`src/rtl/ahb_rr_arbiter_dmam.sv`:
```
`default_nettype none
// ============================================================================
// Module   : ahb_rr_arbiter_dmam
// Purpose  : Address-phase arbiter that shares one AHB output stage between
//            NUM_PORTS bus-switch input ports on the DMA-side bus matrix.
//            The scheme is round-robin. The grant is held for locked sequences
//            and for defined-length bursts. Wait states freeze all state.
// Options  : define AHB_ARB_FIXED_PRIORITY_EN to select fixed priority,
//            where the lowest index wins. Lock and burst hold still apply.
// Revision : 1.0 - initial release
// ============================================================================
module ahb_rr_arbiter_dmam #(
  parameter int NUM_PORTS = 2,
  parameter int PORT_W    = 1
) (
  input  logic                 HCLK,
  input  logic                 HRESETn,
  input  logic [NUM_PORTS-1:0] req_port,
  input  logic                 HREADYM,
  input  logic                 HSELM,
  input  logic [1:0]           HTRANSM,
  input  logic [2:0]           HBURSTM,
  input  logic                 HMASTLOCKM,
  output logic [PORT_W-1:0]    addr_in_port,
  output logic                 no_port
);

  localparam logic [1:0]      c_trans_idle   = 2'b00;
  localparam logic [1:0]      c_trans_busy   = 2'b01;
  localparam logic [1:0]      c_trans_nonseq = 2'b10;
  localparam logic [1:0]      c_trans_seq    = 2'b11;
  localparam logic [PORT_W:0] c_num_ports    = NUM_PORTS[PORT_W:0];

  logic [3:0]        r_beat_cnt;
  logic [3:0]        w_beat_nxt;
  logic              w_hold;
  logic              w_found;
  logic [PORT_W-1:0] w_winner;
  logic [PORT_W-1:0] w_idx;
`ifndef AHB_ARB_FIXED_PRIORITY_EN
  logic [PORT_W-1:0] r_last_grant;
  logic [PORT_W:0]   w_sum;
`endif

  // Remaining-SEQ-beat count after this edge, derived from the routed control
  always_comb begin
    w_beat_nxt = r_beat_cnt;
    if (!HSELM) begin
      w_beat_nxt = 4'd0;
    end else begin
      case (HTRANSM)
        c_trans_nonseq: begin
          case (HBURSTM)
            3'b010, 3'b011: w_beat_nxt = 4'd3;   // WRAP4 / INCR4
            3'b100, 3'b101: w_beat_nxt = 4'd7;   // WRAP8 / INCR8
            3'b110, 3'b111: w_beat_nxt = 4'd15;  // WRAP16 / INCR16
            default:        w_beat_nxt = 4'd0;   // SINGLE / INCR are never held
          endcase
        end
        c_trans_seq:  w_beat_nxt = (r_beat_cnt != 4'd0) ? r_beat_cnt - 4'd1 : 4'd0;
        c_trans_busy: w_beat_nxt = r_beat_cnt;
        c_trans_idle: w_beat_nxt = 4'd0;         // early burst termination
        default:      w_beat_nxt = r_beat_cnt;
      endcase
    end
  end

  // Hold decision uses the post-update count, so the last beat releases the bus
  always_comb begin
    w_hold = HMASTLOCKM | (w_beat_nxt != 4'd0);
  end

  // Pick the winning port among the current requests
  always_comb begin
    w_found  = 1'b0;
    w_winner = '0;
    w_idx    = '0;
`ifdef AHB_ARB_FIXED_PRIORITY_EN
    for (int i = 0; i < NUM_PORTS; i++) begin
      w_idx = PORT_W'(i);
      if (!w_found && req_port[w_idx]) begin
        w_found  = 1'b1;
        w_winner = w_idx;
      end
    end
`else
    // Start just after the last grantee and wrap, so the last grantee comes last
    w_sum = '0;
    for (int i = 1; i <= NUM_PORTS; i++) begin
      w_sum = {1'b0, r_last_grant} + (PORT_W+1)'(i);
      if (w_sum >= c_num_ports) begin
        w_sum = w_sum - c_num_ports;
      end
      w_idx = w_sum[PORT_W-1:0];
      if (!w_found && req_port[w_idx]) begin
        w_found  = 1'b1;
        w_winner = w_idx;
      end
    end
`endif
  end

  // Grant, idle flag and beat count advance only on edges with HREADYM=1
  always_ff @(posedge HCLK or negedge HRESETn) begin
    if (!HRESETn) begin
      addr_in_port <= '0;
      no_port      <= 1'b1;
      r_beat_cnt   <= 4'd0;
    end else if (HREADYM) begin
      r_beat_cnt <= w_beat_nxt;
      if (!w_hold) begin
        if (w_found) begin
          addr_in_port <= w_winner;
          no_port      <= 1'b0;
        end else begin
          // addr_in_port stays parked so the data-phase mux remains stable
          no_port <= 1'b1;
        end
      end
    end
  end

`ifndef AHB_ARB_FIXED_PRIORITY_EN
  // Round-robin pointer: reset value NUM_PORTS-1 makes port 0 win first
  always_ff @(posedge HCLK or negedge HRESETn) begin
    if (!HRESETn) begin
      r_last_grant <= PORT_W'(NUM_PORTS - 1);
    end else if (HREADYM && !w_hold && w_found) begin
      r_last_grant <= w_winner;
    end
  end
`endif

  // The granted index must always address an existing port
  a_idx_range : assert property (@(posedge HCLK) disable iff (!HRESETn)
                                 ({1'b0, addr_in_port} < c_num_ports));

endmodule
`default_nettype wire

```
`config.mk`:
```
export PLATFORM = sky130hd
export DESIGN_NAME = ahb_rr_arbiter_dmam
export DESIGN_NICKNAME = d
export VERILOG_FILES = /design/src/rtl/ahb_rr_arbiter_dmam.sv
export SDC_FILE = /design/constraint.sdc
export NUM_CORES = 1
export LEC_CHECK = 0
export CORE_AREA = 4 4 41 43
export CTS_BUF_LIST = sky130_fd_sc_hd__clkbuf_8
export CTS_CLUSTER_SIZE = 10
export DETAILED_ROUTE_END_ITERATION = 10
export DIE_AREA = 0 0 45 47
export PLACE_DENSITY = 0.66
export RECOVER_POWER = 25
export SLEW_MARGIN = 20
export SYNTH_ARGS = -nofsm -noshare
export SYNTH_HDL_FRONTEND = slang
export SYNTH_SLANG_ARGS = --single-unit
```
`constraint.sdc`:
```
create_clock -name HCLK -period 5.34 [get_ports HCLK]
set_input_delay 1.068 -clock HCLK [delete_from_list [all_inputs] [get_ports HCLK]]
set_output_delay 1.068 -clock HCLK [all_outputs]
set_load 0.03 [all_outputs]
```
==> flow_metrics.env <==
export IMPL_num_vias=431
export IMPL_hold_path_class="register to register"
export IMPL_hold_viol=0
export IMPL_ff2ff_path_depth=8
export IMPL_leakage_nw=0.2624
export IMPL_synth_seq_cells=7
export IMPL_final_util=0.5481
export IMPL_fmax_mhz=348.2
export IMPL_slew_headroom=0.7399
export IMPL_r2r_start="r_beat_cnt[0]"
export IMPL_whs_ns=0.5317
export IMPL_outcome="finished, final reports clean"
export IMPL_hpwl_um=843.3
export IMPL_syn_area_per_cell_um2=10.38
export IMPL_grt_pass1_wl_mm=1.566
export IMPL_cp_arrival_ns=2.97
export IMPL_slew_viol_final=0
export IMPL_vdd_drop_max_uv=140.9
export IMPL_synthToLayoutAreaGrowth_pct=34.75
export IMPL_period_needed_ns=2.872
export IMPL_postCtsHoldBufs=0
export IMPL_root_buffer="clkbuf_8"
export IMPL_worstMarginPinSlew_ns=0.3872
export IMPL_path_clk_slew_ns=0.04
export IMPL_cp_max_fo=8
export IMPL_cts_sinks=7
export IMPL_synth_area_um2=529.3
export IMPL_cts_max_level=1
export IMPL_maxCapViolCount=0
export IMPL_post_cts_setup_buffer_count=0
export IMPL_port_buffers=12
export IMPL_diodes=0
export IMPL_drc_errors=0
export IMPL_cp_startpoint="HTRANSM[1]"
export IMPL_wire_per_inst_um=12.49
export IMPL_clk_latency_ns=0.23
export IMPL_crit_path_end_kind="register"
export IMPL_place_congestion=0.7711
export IMPL_crit_chain="clkdlybuf4s50_1 -> nand2b_2 -> o31ai_4 -> a21oi_1 -> nor4_4 -> mux2i_1 -> o211ai_1"
export IMPL_core_um2=1301
export IMPL_first_pass_iters=4
export IMPL_ys_seq_area_frac=0.3357
export IMPL_start_kind="input port"
export IMPL_critical_path_slowest_cell="clkdlybuf4s50_1"
export IMPL_p_per_area_nw_per_um2=299.0
export IMPL_syn_nets=64
export IMPL_rsz0062_at_grt="false"
export IMPL_finClkSkew_ns=0.003996
export IMPL_numCtsBuffers=3
export IMPL_nNetsFinal=81
export IMPL_grt_max_degree=9
export IMPL_die_area_um2=2115
export IMPL_die_h_um=47
export IMPL_ant_nets=0
export IMPL_grt_pass1_vias=372
export IMPL_final_min_period_over_clock_period=0.5379
export IMPL_worstHoldPathCells=2
export IMPL_endpoint="addr_in_port"
export IMPL_die_w_um=45
export IMPL_rows=13
export IMPL_cts_resized_gates=0
export IMPL_cts_buffer_depth=2
export IMPL_initial_core_util=0.4067
export IMPL_antenna_found_initial=0
export IMPL_setup_violations_final=0
export IMPL_via_per_inst=5.256
export IMPL_track_usage=0.1123
export IMPL_grt_ovfl_total=0
export IMPL_final_setup_tns_ns=0
export IMPL_rr_endpoint="addr_in_port"
export IMPL_pin_count=14
export IMPL_cpPeakStageDelay_ns=0.63
export IMPL_critPathKind="input port to register"
export IMPL_ys_types=28
export IMPL_drtIter0Drc=9
export IMPL_synthCells=51
export IMPL_yosysWarnings=0
export IMPL_cts_tree="yes"
export IMPL_required_ns=5.43
export IMPL_drive_above_1_share=0.2537
export IMPL_r2r_setup_slack_ns=3.12
export IMPL_p_total_mw=0.2133
export IMPL_routed_wl_mm=1.024
-- cell usage after synthesis --
library cell  count  share of area
dfrtp_1           5           0.24
o21ai_0           5          0.047
a21oi_1           4          0.038
nor2b_1           4          0.047
inv_1             3          0.021
nand3b_1          3          0.043
a31oi_1           2          0.024
dfstp_2           2          0.099
mux2_2            2          0.043
nand2_1           2          0.014
nor2_1            2          0.014
a221oi_4          1          0.050
a31oi_2           1          0.024
and2_1            1          0.012
ha_1              1          0.024
mux2_4            1          0.028
mux2i_1           1          0.019
nand2b_1          1          0.012
nand2b_2          1          0.017
nand4b_1          1          0.017
nor2b_2           1          0.017
nor3_1            1         0.0094
nor4_4            1          0.040
o211ai_1          1          0.014
o21ai_2           1          0.017
o31ai_4           1          0.040
or3_2             1          0.014
or3b_4            1          0.021
-- worst max-delay path: cells and delay by family --
kind                   cells  cell delay (ns)
buffers and inverters      1             0.63
and+or+nand+nor            2             0.56
muxes                      1             0.23
AOI/OAI and AO/OA          3             0.47
-- metal layers --
layer  routed length [um]  global-route usage
met1                  466              0.1395
met2                  468              0.1497
met3                   81             0.07280
met4                    8             0.05263
met5                    0                   0
-- flip-flops by register name, indices dropped and copies added (netlist names) --
name          flops
r_beat_cnt        4
addr_in_port      1
no_port           1
r_last_grant      1
-- how the worst min path moves through the flow --
stage                       from            to  slack [ns]
floorplan           r_last_grant  r_last_grant        0.50
global placement    r_last_grant  r_last_grant        0.52
detailed placement  r_last_grant  r_last_grant        0.53
CTS                 r_last_grant  r_last_grant        0.53
global route        r_last_grant  r_last_grant        0.57
finish              r_last_grant  r_last_grant        0.53
-- where the power goes --
group          switching [mW]  leakage, nW  internal (mW)  total, mW
registers             0.00892       0.0834         0.0678     0.0767
logic                  0.0311        0.152         0.0345     0.0655
clock network          0.0215       0.0269         0.0495     0.0711
total                  0.0615        0.262          0.152      0.213
-- cells in the final DEF, fill, tap and decap left out, drive strengths merged, types with 2 or more instances in the layout --
cell and count:
clkdlybuf4s50 11, o21ai 6, dfrtp 5, nor2b 5
inv 4, a21oi 4, nand3b 3, clkbuf 3
a31oi 3, mux2 3, nor2 2, nand2 2
dfstp 2, nand2b 2
-- area by class of cell --
type	count	area [um2]
Tap cell	15	18.77
Clock buffer	3	41.29
Clock inverter	1	3.754
Sequential cell	7	177.7
Fill cell	120	588.1
Inverter	3	11.26
Multi-Input combinational cell	41	340.3
Timing Repair Buffer	12	120.1
-- metrics by stage --
step	setup WS [ns]	instance area [um2]	instances
after global placement	2.241	668.1	78
after detailed placement	2.224	668.1	78
after global routing	2.327	713.2	82
after floorplan	2.949	529.3	51
after CTS	2.463	713.2	82
final	2.468	713.2	82
-- cells by family (layout without fill, tap and decap cells) --
kind of cell | count (synthesis) | in the layout | share of synthesized area
AO/OA/AOI/OAI | 16 | 16 | 0.2530
adder cells (fa/ha/maj) | 1 | 1 | 0.02364
buffers and inverters | 3 | 19 | 0.02128
AND/OR/NAND/NOR | 20 | 20 | 0.2766
multiplexers | 4 | 4 | 0.08982
flip-flops | 7 | 7 | 0.3357
Note: power is estimated with default switching activity, not from simulation.
